$ cat config.mk
export PLATFORM = sky130hd
export DESIGN_NAME = mem_port_arbiter
export DESIGN_NICKNAME = d
export VERILOG_FILES = /design/src/rtl/mem_port_arbiter.sv
export SDC_FILE = /design/constraint.sdc
export NUM_CORES = 1
export LEC_CHECK = 0
export ABC_CLOCK_PERIOD_IN_PS = 4900
export BUFFER_PORTS_ARGS = -buffer_cell sky130_fd_sc_hd__clkbuf_2
export CORE_ASPECT_RATIO = 0.75
export CORE_UTILIZATION = 48
export CTS_CLUSTER_DIAMETER = 100
export DETAILED_ROUTE_END_ITERATION = 6
export HOLD_SLACK_MARGIN = 0.03
export PLACE_DENSITY_LB_ADDON = 0.2
export SYNTH_ARGS = -nofsm -noshare
export SYNTH_HDL_FRONTEND = slang
export SYNTH_SLANG_ARGS = --single-unit
$ cat constraint.sdc
create_clock -name clock -period 4.9 [get_ports clock]
set_clock_uncertainty 0.05 [all_clocks]
set_input_delay 0.245 -clock clock [delete_from_list [all_inputs] [get_ports clock]]
set_output_delay 0.245 -clock clock [all_outputs]
set_load 0.01 [all_outputs]
$ cat src/rtl/mem_port_arbiter.sv
// Two-port (IFU/LSU) arbiter onto a single memory bus: one transaction in flight,
// alternating priority on contention, and a timeout that turns a lost response into an error.
module mem_port_arbiter #(
  parameter int unsigned TIMEOUT  = 255,
  parameter logic [31:0] ERR_DATA = 32'h0000_0000
) (
  input  logic        clock,
  input  logic        reset,
  input  logic        ifu_reqValid,
  input  logic [31:0] ifu_addr,
  output logic        ifu_respValid,
  output logic [31:0] ifu_rdata,
  output logic        ifu_err,
  input  logic        lsu_reqValid,
  input  logic [31:0] lsu_addr,
  input  logic [1:0]  lsu_size,
  input  logic        lsu_wen,
  input  logic [31:0] lsu_wdata,
  input  logic [3:0]  lsu_wmask,
  output logic        lsu_respValid,
  output logic [31:0] lsu_rdata,
  output logic        lsu_err,
  output logic        mem_reqValid,
  output logic [31:0] mem_addr,
  output logic [1:0]  mem_size,
  output logic        mem_wen,
  output logic [31:0] mem_wdata,
  output logic [3:0]  mem_wmask,
  input  logic        mem_respValid,
  input  logic [31:0] mem_rdata
);

  typedef enum logic [1:0] {S_IDLE, S_REQ, S_WAIT, S_RESP} state_e;

  localparam logic [15:0] TO_LAST = 16'(TIMEOUT - 1);

  state_e      state_q, state_d;
  logic        ifu_pend_q, ifu_pend_d;
  logic [31:0] ifu_addr_q, ifu_addr_d;
  logic        lsu_pend_q, lsu_pend_d;
  logic [31:0] lsu_addr_q, lsu_addr_d;
  logic [1:0]  lsu_size_q, lsu_size_d;
  logic        lsu_wen_q, lsu_wen_d;
  logic [31:0] lsu_wdata_q, lsu_wdata_d;
  logic [3:0]  lsu_wmask_q, lsu_wmask_d;
  // last_lsu_q doubles as the owner of the transaction in flight; 0 after reset so LSU wins first
  logic        last_lsu_q, last_lsu_d;
  logic [15:0] cnt_q, cnt_d;

  logic        mem_reqValid_q, mem_reqValid_d;
  logic [31:0] mem_addr_q, mem_addr_d;
  logic [1:0]  mem_size_q, mem_size_d;
  logic        mem_wen_q, mem_wen_d;
  logic [31:0] mem_wdata_q, mem_wdata_d;
  logic [3:0]  mem_wmask_q, mem_wmask_d;
  logic        ifu_respValid_q, ifu_respValid_d;
  logic [31:0] ifu_rdata_q, ifu_rdata_d;
  logic        ifu_err_q, ifu_err_d;
  logic        lsu_respValid_q, lsu_respValid_d;
  logic [31:0] lsu_rdata_q, lsu_rdata_d;
  logic        lsu_err_q, lsu_err_d;

  logic        pick_lsu;
  logic        resp_fire;
  logic [31:0] resp_data;

  always_comb begin
    state_d         = state_q;
    ifu_pend_d      = ifu_pend_q;
    ifu_addr_d      = ifu_addr_q;
    lsu_pend_d      = lsu_pend_q;
    lsu_addr_d      = lsu_addr_q;
    lsu_size_d      = lsu_size_q;
    lsu_wen_d       = lsu_wen_q;
    lsu_wdata_d     = lsu_wdata_q;
    lsu_wmask_d     = lsu_wmask_q;
    last_lsu_d      = last_lsu_q;
    cnt_d           = cnt_q;
    mem_reqValid_d  = 1'b0;
    mem_addr_d      = mem_addr_q;
    mem_size_d      = mem_size_q;
    mem_wen_d       = mem_wen_q;
    mem_wdata_d     = mem_wdata_q;
    mem_wmask_d     = mem_wmask_q;
    ifu_respValid_d = 1'b0;
    ifu_rdata_d     = ifu_rdata_q;
    ifu_err_d       = 1'b0;
    lsu_respValid_d = 1'b0;
    lsu_rdata_d     = lsu_rdata_q;
    lsu_err_d       = 1'b0;
    pick_lsu        = lsu_pend_q && (!ifu_pend_q || !last_lsu_q);
    resp_fire       = mem_respValid || (cnt_q == TO_LAST);
    resp_data       = mem_respValid ? mem_rdata : ERR_DATA;

    if (ifu_reqValid && !ifu_pend_q) begin
      ifu_pend_d = 1'b1;
      ifu_addr_d = ifu_addr;
    end
    if (lsu_reqValid && !lsu_pend_q) begin
      lsu_pend_d  = 1'b1;
      lsu_addr_d  = lsu_addr;
      lsu_size_d  = lsu_size;
      lsu_wen_d   = lsu_wen;
      lsu_wdata_d = lsu_wdata;
      lsu_wmask_d = lsu_wmask;
    end

    case (state_q)
      S_IDLE: begin
        if (ifu_pend_q || lsu_pend_q) begin
          state_d        = S_REQ;
          last_lsu_d     = pick_lsu;
          mem_reqValid_d = 1'b1;
          if (pick_lsu) begin
            mem_addr_d  = lsu_addr_q;
            mem_size_d  = lsu_size_q;
            mem_wen_d   = lsu_wen_q;
            mem_wdata_d = lsu_wdata_q;
            mem_wmask_d = lsu_wmask_q;
          end else begin
            // fetches are always full-word reads
            mem_addr_d  = ifu_addr_q;
            mem_size_d  = 2'd2;
            mem_wen_d   = 1'b0;
            mem_wdata_d = 32'h0;
            mem_wmask_d = 4'h0;
          end
        end
      end
      S_REQ: begin
        state_d = S_WAIT;
        cnt_d   = 16'd0;
      end
      S_WAIT: begin
        if (resp_fire) begin
          state_d = S_RESP;
          if (last_lsu_q) begin
            lsu_respValid_d = 1'b1;
            lsu_rdata_d     = resp_data;
            lsu_err_d       = !mem_respValid;
          end else begin
            ifu_respValid_d = 1'b1;
            ifu_rdata_d     = resp_data;
            ifu_err_d       = !mem_respValid;
          end
        end else begin
          cnt_d = cnt_q + 16'd1;
        end
      end
      S_RESP: begin
        state_d = S_IDLE;
        if (last_lsu_q) lsu_pend_d = 1'b0;
        else            ifu_pend_d = 1'b0;
      end
      default: state_d = S_IDLE;
    endcase
  end

  always_ff @(posedge clock) begin
    if (reset) begin
      state_q         <= S_IDLE;
      ifu_pend_q      <= 1'b0;
      ifu_addr_q      <= 32'h0;
      lsu_pend_q      <= 1'b0;
      lsu_addr_q      <= 32'h0;
      lsu_size_q      <= 2'd0;
      lsu_wen_q       <= 1'b0;
      lsu_wdata_q     <= 32'h0;
      lsu_wmask_q     <= 4'h0;
      last_lsu_q      <= 1'b0;
      cnt_q           <= 16'd0;
      mem_reqValid_q  <= 1'b0;
      mem_addr_q      <= 32'h0;
      mem_size_q      <= 2'd0;
      mem_wen_q       <= 1'b0;
      mem_wdata_q     <= 32'h0;
      mem_wmask_q     <= 4'h0;
      ifu_respValid_q <= 1'b0;
      ifu_rdata_q     <= 32'h0;
      ifu_err_q       <= 1'b0;
      lsu_respValid_q <= 1'b0;
      lsu_rdata_q     <= 32'h0;
      lsu_err_q       <= 1'b0;
    end else begin
      state_q         <= state_d;
      ifu_pend_q      <= ifu_pend_d;
      ifu_addr_q      <= ifu_addr_d;
      lsu_pend_q      <= lsu_pend_d;
      lsu_addr_q      <= lsu_addr_d;
      lsu_size_q      <= lsu_size_d;
      lsu_wen_q       <= lsu_wen_d;
      lsu_wdata_q     <= lsu_wdata_d;
      lsu_wmask_q     <= lsu_wmask_d;
      last_lsu_q      <= last_lsu_d;
      cnt_q           <= cnt_d;
      mem_reqValid_q  <= mem_reqValid_d;
      mem_addr_q      <= mem_addr_d;
      mem_size_q      <= mem_size_d;
      mem_wen_q       <= mem_wen_d;
      mem_wdata_q     <= mem_wdata_d;
      mem_wmask_q     <= mem_wmask_d;
      ifu_respValid_q <= ifu_respValid_d;
      ifu_rdata_q     <= ifu_rdata_d;
      ifu_err_q       <= ifu_err_d;
      lsu_respValid_q <= lsu_respValid_d;
      lsu_rdata_q     <= lsu_rdata_d;
      lsu_err_q       <= lsu_err_d;
    end
  end

  assign mem_reqValid  = mem_reqValid_q;
  assign mem_addr      = mem_addr_q;
  assign mem_size      = mem_size_q;
  assign mem_wen       = mem_wen_q;
  assign mem_wdata     = mem_wdata_q;
  assign mem_wmask     = mem_wmask_q;
  assign ifu_respValid = ifu_respValid_q;
  assign ifu_rdata     = ifu_rdata_q;
  assign ifu_err       = ifu_err_q;
  assign lsu_respValid = lsu_respValid_q;
  assign lsu_rdata     = lsu_rdata_q;
  assign lsu_err       = lsu_err_q;

endmodule

**After elaboration in Yosys (flattened, before gate mapping)**

Cells that the tools add are included.

- Add/subtract/negate cells: 1
- Eq/ne operators: 7
- Mux-type cells: 20
- Bitwise gates (word level): 4
- Reductions and logical operators: 21

Operator list:

| kind | number |
|---|---|
| 2-to-1 mux 32 bit | 3 |
| one-hot mux 16 bit (2 select lines) | 1 |
| adder 16 x 1 -> 16 bit (second input constant) | 1 |
| == test 16 x 8 -> 1 bit (second input constant) | 1 |
| 2-to-1 mux 16 bit | 1 |
| 2-to-1 mux 1 bit | 10 |
| one-hot mux 2 bit (4 select lines) | 1 |
| OR reduction 4 bit | 2 |
| 2-to-1 mux 2 bit | 3 |
| inequality test 2 bit (second input constant) | 3 |
| AND reduction 2 bit | 3 |
| AND reduction 3 bit | 2 |
| == test 2 bit (second input constant) | 2 |
| zero test 1 bit | 4 |
| 2-to-1 mux 4 bit | 1 |
| inverter 1 bit | 4 |
| logical AND 1 bit | 3 |
| logical OR 1 bit | 3 |
| OR reduction 3 bit | 1 |
| == test 2 x 1 -> 1 bit (second input constant) | 1 |
| zero test 2 bit | 1 |
| nonzero test 2 bit | 1 |
| OR reduction 2 bit | 1 |

- Flip-flop bits (word level): 264
- Bits of input ports: 140
- Output and inout port bits: 140
- Word-level logic and storage cells: 76

**Logic depth before layout (Yosys ltp)**

Gate-level depths: netlist (run 1).

- Depth in word-level cells: 5
- Mapped depth: 8
- Gate-level depth less buffers: 6

**Least setup slack after synthesis (run 1)**

No wires, ideal clock.

- Path type: register to register
- From: register cnt_q[1]
- To: register ifu_rdata_q[1], in the netlist ifu_rdata[1]
- Setup time: 0.117 ns
- Data arrival time: 1.995 ns
- Data required time: 4.733 ns
- Setup slack: 2.737 ns
- Cell stages (with the launch flop): 7
- Path buffers: 1
- Period minus slack after synthesis: 2.163 ns
- Cells stage by stage: dfxtp_1 ha_1 or4b_1 o41ai_4 a31oi_4 buf_6 a32o_1

- Word-level cells in the longest chain between the ends: 3

RTL lines:

| element | line | text |
|---|---|---|
| start: declaration | 48 | `logic [15:0] cnt_q, cnt_d;` |
| start signal: assignment | 195 | `cnt_q <= cnt_d;` |
| == test 16 x 8 -> 1 bit | 92 | `resp_fire = mem_respValid \|\| (cnt_q == TO_LAST);` |
| logical OR 1 bit | 92 |  |
| AND reduction 3 bit (no line) | n/a |  |
| end signal: assignment | 203 | `ifu_rdata_q <= ifu_rdata_d;` |
| end: declaration | 57 | `logic [31:0] ifu_rdata_q, ifu_rdata_d;` |

No other way between the ends.
A chain may end at the register's enable or synchronous reset.

**Worst setup path in the final report (run 1)**

- From: register cnt_q[1]
- To: register ifu_rdata_q[20], in the netlist ifu_rdata[20]

Same word-level chain as after synthesis.

==> results of run 1 <==
-- cell usage in the layout (no fill, tap or decap), drive strengths merged, types with 4 or more instances in the layout --
cell / instances
and2: 4
a32o: 64
inv: 10
o21ai: 4
nand4: 7
nand2b: 5
nor2: 78
nand2: 221
a22oi: 38
a211oi: 36
dfxtp: 264
a31oi: 11
nand3: 6
clkinv: 5
mux2i: 33
o211ai: 5
o311ai: 4
a21oi: 110
or3: 5
buf: 13
or4: 8
ha: 6
clkbuf: 315
bufinv: 4
dlygate4sd3: 137
-- per-stage QoR --
stage	cell area, um2	setup slack [ps]	total power, mW
final	13400	2240	5.69
after global routing	13400	2130	5.95
after CTS	13400	2270	5.71
after detailed placement	11100	2280	3.52
after global placement	11100	2350	3.51
after floorplan	9670	2740	3.16
-- kinds of logic after synthesis --
| family | after synthesis | share of synthesized area |
|---|---|---|
| AO/OA/AOI/OAI | 282 | 0.211 |
| multiplexers | 33 | 0.0342 |
| flip-flops | 264 | 0.547 |
| buffers and inverters | 100 | 0.0461 |
| adder cells (fa/ha/maj) | 6 | 0.00776 |
| AND/OR/NAND/NOR | 355 | 0.154 |
-- report_power, final --
part / switching [mW] / internal, mW
sequential: 0.110 / 2.34
combinational: 0.693 / 0.434
clock: 0.829 / 1.28
total: 1.63 / 4.06
-- final cells by class --
type / instances / area [um2] / area share
Clock inverter: 11 / 164 / 0.0122
Tap cell: 253 / 317 / 0.0236
Sequential cell: 264 / 5290 / 0.394
Clock buffer: 37 / 753 / 0.0562
Multi-Input combinational cell: 676 / 3990 / 0.297
Inverter: 10 / 37.5 / 0.00280
Timing Repair Buffer: 428 / 2860 / 0.214
-- what timing repair did --
| item | CTS | global route |
|---|---|---|
| endpoints found under the hold margin | 169 | 0 |
| hold buffers | 137 | 0 |
| setup buffers | 0 | 0 |
-- state kept, by name (all words and copies together) (netlist names), 16 cells and up --
| name | cells |
|---|---|
| mem_addr | 32 |
| ifu_rdata | 32 |
| ifu_addr_q | 32 |
| lsu_addr_q | 32 |
| lsu_rdata | 32 |
| cnt_q | 16 |
| lsu_wdata_q | 32 |
| mem_wdata | 32 |
-- worst max path at each step --
stage	from	end	slack (ps)
4_1_cts	cnt_q[1]$_SDFFE_PP0P_	ifu_rdata[5]$_SDFFE_PP0P_	2270
3_3_place_gp	cnt_q[1]$_SDFFE_PP0P_	ifu_rdata[17]$_SDFFE_PP0P_	2350
2_1_floorplan	cnt_q[1]$_SDFFE_PP0P_	ifu_rdata[1]$_SDFFE_PP0P_	2740
5_1_grt	cnt_q[1]$_SDFFE_PP0P_	ifu_rdata[12]$_SDFFE_PP0P_	2130
3_5_place_dp	cnt_q[1]$_SDFFE_PP0P_	ifu_rdata[15]$_SDFFE_PP0P_	2280
6_report	cnt_q[1]$_SDFFE_PP0P_	ifu_rdata[20]$_SDFFE_PP0P_	2240
-- metal layers --
layer	wire length, um	global-route usage
met1	12000	0.325
met2	12500	0.424
met3	1770	0.0521
met4	756	0.0841
met5	0	0
==> metrics.cfg, run 1 <==
[routing]
vias=9004
drcViolationCount=19
wl_per_cell_um=16.1
ant_nets=0
first_pass_iters=7
drt_iter0_markers=823
vias_per_cell=5.36
wl_mm=27.1

[setup_path]
worst-path-stages=6
cpPeakStageDelay_ps=520
reg2reg_depth=6
crit_buf_inv=1
path_class=flip-flop to flip-flop
arrival_ps=3010
cp_data_required_time_ps=5260
cp_cell_sequence=ha_1 -> or4b_1 -> o41ai_4 -> buf_4 -> a31oi_4 -> a32o_1
reg2reg_to=ifu_rdata[20]$_SDFFE_PP0P_
critPathSlowestCell=or4b_1
path_max_fanout=32
critPathCaptureType=flip-flop
critPathTopFamily=compound AO/OA/AOI/OAI gates
cp-start-kind=flip-flop
r2r_slack_ps=2240
r2r_start=cnt_q[1]$_SDFFE_PP0P_

[timing]
rsz0062_at_grt=no
layout_min_cycle_time_ps=2660
tns_ps=0
finalSetupViolCount=0
slew_headroom=0.245
worst_slew_pin_slew_ps=1130
clock.fmax_mhz=376
whs_ps=284
period_share=0.542
hold_viol=0
report.final.slew_viol_count=0

[logic_synthesis]
netlist_area_mm2=0.00967
synthTopCellsByCount=264 x dfxtp_1, 221 x nand2_1, 110 x a21oi_1
ys.flop_type=dfxtp_1
yosys.area.top_type_share=0.547
yosys_warnings=0
syn_nets=1186
async_flop_share=0
synthesis.instances=1040
yosysMostFrequentCell=dfxtp_1
avgSynthCellArea_um2=9.30
postSynthRegisterBits=264
synth.distinct_cells=47
synth_enable_flop_cells=0
yosys.area.top_type=dfxtp_1
ys_seq_area_frac=0.547
synth_area_leaders=dfxtp_1 55%, nand2_1 8.6%, a32o_1 6.6%

[placed_design]
hpwl_mm=15.8
place_inst=1494
gp_congestion=0.820
port_buffers=279

[clocking]
clk_pin_slew_worst_paths_ps=60
cts_inserted_buffers=26
htreeDepth=1
clkLatencyLatePin_ps=520
cts-root-buf=clkbuf_16
cts.sinks=264
tritoncts=yes
cts-resized-gates=0
clk_path_buf_depth=3

[pwr]
power_density_mw_per_mm2=424
p_leak_nw=5.52
worst_ir_drop_vdd_mv=0.233

[run]
drv_cap=0

[finish]
diodes=0
drive_above_1_share=0.244
fill_cells=1512
syn_to_final_growth_pct=38.6
finalNonFillerCells=1679
fin_util=0.686
fin_nets=1552

[global_route]
grt_max_degree=133
antenna_found_initial=0
grt_pass1_wl_mm=43.4
grt_usage=0.253
overflow=0
grt_pass1_vias=8621

[hold_path]
min_path_cells=2
hold_path.class=input pin to flip-flop
hold_start=reset
min_to=last_lsu_q$_SDFFE_PP0P_

[floorplan]
die_width_um=166
start_util=0.495
rows=44
num_io_pins=280
die_h_um=125
design.core.area_mm2=0.0195
die_area_mm2=0.0207

[outcome]
status=finished with violations
violations=DRC

Power figures use the tool's default switching activity.
==> run 2: changes to the inputs <==
ABC_CLOCK_PERIOD_IN_PS = 2300   (was 4900)
CORE_UTILIZATION = 47   (was 48)
clock period = 2.3 ns   (was 4.9 ns; I/O delays follow)
==> metrics.cfg, run 2 (synthesized netlist as in run 1, its figures left out) <==
[outcome]
status=finished, final reports clean

[timing]
period_share=0.939
slew_headroom=0.556
finalSetupViolCount=0
hold_viol=0
report.final.slew_viol_count=0
clock.fmax_mhz=463
worst_slew_pin_slew_ps=665
setup_slack_ps=139
layout_min_cycle_time_ps=2160
tns_ps=0
rsz0062_at_grt=no

[global_route]
grt_pass1_vias=8770
grt_pass1_wl_mm=43.4
grt_usage=0.248
antenna_found_initial=1
grt_max_degree=91
overflow=0

[pwr]
p_leak_nw=5.78
worst_ir_drop_vdd_mv=0.572
power_density_mw_per_mm2=855

[placed_design]
hpwl_mm=15.7
port_buffers=279
pre_cts_ws_ps=125
gp_congestion=0.826

[hold_path]
min_to=lsu_wdata_q[23]$_SDFFE_PP0P_
hold_path.class=input pin to flip-flop
min_path_cells=4
hold_start=lsu_wdata[23]

[clocking]
clk_pin_slew_worst_paths_ps=60
cts_inserted_buffers=26
cts-root-buf=clkbuf_16
cts.sinks=264
tritoncts=yes
clk_path_buf_depth=3
clkLatencyLatePin_ps=510
post_cts_buffers=0
htreeDepth=1

[routing]
vias_per_cell=5.29
drt_iter0_markers=698
drcViolationCount=0
first_pass_iters=5
wl_mm=27.0
wl_per_cell_um=15.6
ant_nets=0
vias=9146

[setup_path]
critPathTopFamily=compound AO/OA/AOI/OAI gates
path_class=flip-flop to flip-flop
critPathCaptureType=flip-flop
arrival_ps=2510
crit_buf_inv=3
cp_data_required_time_ps=2650
reg2reg_to=lsu_rdata[14]$_SDFFE_PP0P_
r2r_start=cnt_q[0]$_SDFFE_PP0P_
cp-start-kind=flip-flop
cp_cell_sequence=inv_1 -> ha_1 -> or4b_4 -> o41ai_4 -> buf_4 -> a31oi_4 -> buf_12 -> a32o_1
path_max_fanout=32
cpPeakStageDelay_ps=490
critPathSlowestCell=or4b_4
r2r_slack_ps=140
reg2reg_depth=8

[floorplan]
die_width_um=168
design.core.area_mm2=0.0202
die_h_um=126
num_io_pins=280
die_area_mm2=0.0212
start_util=0.478
rows=45

[finish]
fin_nets=1599
layout_commonest_cell=clkbuf_2
final_cell_mix=278 x clkbuf_2, 264 x dfxtp_1, 221 x nand2_1, 165 x dlygate4sd3_1, 110 x a21oi_1
fill_cells=1556
syn_to_final_growth_pct=42.7
drive_above_1_share=0.250

[run]
drv_cap=0

run 2: layout make-up:
type / count / area, um2 / area share
Antenna cell: 1 / 2.50 / 0.000181
Clock buffer: 36 / 759 / 0.0550
Clock inverter: 10 / 52.6 / 0.00381
Inverter: 10 / 37.5 / 0.00272
Multi-Input combinational cell: 676 / 3990 / 0.289
Sequential cell: 264 / 5290 / 0.383
Tap cell: 258 / 323 / 0.0234
Timing Repair Buffer: 475 / 3350 / 0.243
run 2: worst max path at each step:
| stage | from | end | slack [ps] | cells after the start |
|---|---|---|---|---|
| floorplan | cnt_q[1]$_SDFFE_PP0P_ | ifu_rdata[1]$_SDFFE_PP0P_ | 140 | 6 |
| global placement | cnt_q[0]$_SDFFE_PP0P_ | lsu_rdata[16]$_SDFFE_PP0P_ | 150 | 8 |
| detailed placement | cnt_q[0]$_SDFFE_PP0P_ | lsu_rdata[10]$_SDFFE_PP0P_ | 130 | 8 |
| CTS | cnt_q[0]$_SDFFE_PP0P_ | lsu_rdata[14]$_SDFFE_PP0P_ | 100 | 8 |
| global route | cnt_q[0]$_SDFFE_PP0P_ | ifu_rdata[2]$_SDFFE_PP0P_ | 20 | 8 |
| finish | cnt_q[0]$_SDFFE_PP0P_ | lsu_rdata[14]$_SDFFE_PP0P_ | 140 | 8 |
run 2: where the power goes:
part | switching, mW | total, mW | internal (mW)
logic | 1.52 | 2.58 | 1.06
clock network | 1.70 | 4.00 | 2.30
registers | 0.229 | 5.22 | 4.99
run 2: worst reg2reg max path: stages (launching register included):
cell and delay [ps]:
dfxtp_1 310, inv_1 50, ha_1 140, or4b_4 490, o41ai_4 280, buf_4 200
a31oi_4 100, buf_12 200, a32o_1 230
run 2: stage by stage:
stage                     hold WS (ps)  instances   util  cell area [um2]  power [mW]
final                              317       1730  0.683            13800        11.8
after CTS                          301       1729  0.682            13800        11.9
after detailed placement           293       1518  0.561            11300        7.63
after global placement             288       1518  0.561            11300        7.61
after global routing               312       1730  0.683            13800        12.4
after floorplan                    201       1040      -             9670        6.73
run 2: routing by layer:
layer  routed length (um)  track usage  vias up
met4                  707       0.0777        0
met5                    0            0        -
met3                 1580       0.0525       54
met2                12600        0.416      306
li1                     -            -     4533
met1                12100        0.320     4253
run 2: repair_timing:
item | CTS | global route
hold buffers | 165 | 0
endpoints found under the setup margin | 0 | 63
resized for setup | 0 | 1
endpoints found under the hold margin | 180 | 0
==> run 3: changes to the inputs <==
GPL_ROUTABILITY_DRIVEN = 1   (was not set)
SETUP_SLACK_MARGIN = 0.3   (was not set)
==> metrics.cfg, run 3 (synthesized netlist as in run 1, its figures left out) <==
[routing]
first_pass_iters=5
ant_nets=0
vias=9183
wl_per_cell_um=16.4
wl_mm=28.2
vias_per_cell=5.35
drcViolationCount=0
drt_iter0_markers=725

[clocking]
cts.sinks=264
tritoncts=yes
clk_path_buf_depth=3
cts_inserted_buffers=26
clk_pin_slew_worst_paths_ps=70
clkLatencyLatePin_ps=530
htreeDepth=1
cts-root-buf=clkbuf_16

[placed_design]
hpwl_mm=16.1
dpl_cell_area_mm2=0.0113
gp_congestion=0.828
port_buffers=279

[pwr]
switching_share=0.285
total_power_mw=12.6
seqPwrFrac=0.413
p_clk_frac=0.379
worst_ir_drop_vdd_mv=0.539
p_leak_nw=5.79
combPwrFrac=0.208
p_sw_mw=3.60
power_density_mw_per_mm2=906
p_int_mw=9.03

[floorplan]
start_util=0.478
die_area_mm2=0.0212
rows=45
die_width_um=168
die_h_um=126
num_io_pins=280
design.core.area_mm2=0.0202

[setup_path]
reg2reg_to=lsu_rdata[27]$_SDFFE_PP0P_
cp_data_required_time_ps=2640
r2r_start=cnt_q[8]$_SDFFE_PP0P_
cp-start-kind=flip-flop
arrival_ps=2510
path_max_fanout=8
path_class=flip-flop to flip-flop
reg2reg_depth=6
r2r_slack_ps=130
critPathCaptureType=flip-flop

[hold_path]
min_to=ifu_addr_q[16]$_SDFFE_PP0P_
hold_path.class=input pin to flip-flop
min_path_cells=4
hold_start=ifu_addr[16]

[timing]
clock.fmax_mhz=461
layout_min_cycle_time_ps=2170
slew_headroom=0.466
period_share=0.942
report.final.slew_viol_count=0
tns_ps=0
finalSetupViolCount=0
hold_viol=0
worst_slew_pin_slew_ps=799
rsz0062_at_grt=yes

[run]
drv_cap=0

[global_route]
grt_usage=0.253
antenna_found_initial=0
grt_pass1_wl_mm=44.1
grt_max_degree=63
grt_pass1_vias=8687
overflow=0

[finish]
final_area_mm2=0.0139
fill_cells=1552
final_cell_mix=278 x clkbuf_2, 259 x dfxtp_1, 221 x nand2_1, 140 x dlygate4sd3_1, 110 x a21oi_1
diodes=0
layout_commonest_cell=clkbuf_2
drive_above_1_share=0.271
fin_nets=1586
syn_to_final_growth_pct=44.2

[outcome]
status=finished, final reports clean

-- run 3: cell types whose count changed in the layout (fill, tap and decap cells not counted), sizes merged --
cell         delta
clkbuf          -1
dlygate4sd3    -25
clkinv          -2
clkinvlp        +1
buf            +10
diode           -1
bufinv          +6
-- run 3: stage by stage --
stage               cells  setup WS [ps]  hold WS, ps  utilization
finish               1718            132          296        0.690
global route         1718           97.0          320        0.690
CTS                  1711            120          288        0.684
detailed placement   1518            103          293        0.561
global placement     1518            168          287        0.561
floorplan            1040            251          201            -
-- run 3: worst max-delay path by stage --
stage                                     start                          to  slack (ps)  depth (start not counted)
after floorplan           cnt_q[8]$_SDFFE_PP0P_   ifu_rdata[1]$_SDFFE_PP0P_         250                          5
after global placement    cnt_q[8]$_SDFFE_PP0P_     state_q[1]$_SDFFE_PP0P_         170                          5
after detailed placement  cnt_q[8]$_SDFFE_PP0P_     state_q[1]$_SDFFE_PP0P_         100                          5
after CTS                 cnt_q[0]$_SDFFE_PP0P_  lsu_rdata[27]$_SDFFE_PP0P_         120                          8
after global routing      cnt_q[8]$_SDFFE_PP0P_  lsu_rdata[17]$_SDFFE_PP0P_         100                          6
final                     cnt_q[8]$_SDFFE_PP0P_  lsu_rdata[27]$_SDFFE_PP0P_         130                          6
-- run 3: cell type report --
type	instances	area, um2	area share
clock buffers	33	737	0.0529
repair buffers	462	3280	0.235
inverters	10	37.5	0.00269
clock inverters	15	249	0.0179
flip-flops and latches	264	5300	0.380
multi-input cells	676	4020	0.288
well taps	258	323	0.0232
-- run 3: repair_timing --
item | in CTS | in global routing
hold buffers | 140 | 0
cloned | 2 | 3
gates resized for setup | 10 | 9
pin swaps | 3 | 7
setup endpoints to repair | 79 | 82
endpoints found under the hold margin | 186 | 0
buffers inserted | 3 | 4
-- run 3: critical path: stages (launching register included) --
cell and delay (ps):
dfxtp_4 340, or4_4 530, o41ai_4 340, buf_6 170, a31oi_4 160, buf_12 210
a32o_1 220
-- run 3: per-layer routing --
metal | global-route usage | vias to the layer above | wire length [um]
li1 | - | 4506 | -
met4 | 0.0853 | 0 | 788
met5 | 0 | - | 0
met3 | 0.0424 | 56 | 1630
met1 | 0.334 | 4312 | 12500
met2 | 0.422 | 309 | 13300
-- run 3: power groups by stage --
stage / Combinational (mW) / Clock (mW) / Sequential, mW
global placement: 2.27 / 0 / 5.30
global route: 2.86 / 5.04 / 5.26
CTS: 2.53 / 4.84 / 5.21
detailed placement: 2.30 / 0 / 5.31
finish: 2.63 / 4.79 / 5.21
floorplan: 1.33 / 0 / 5.40
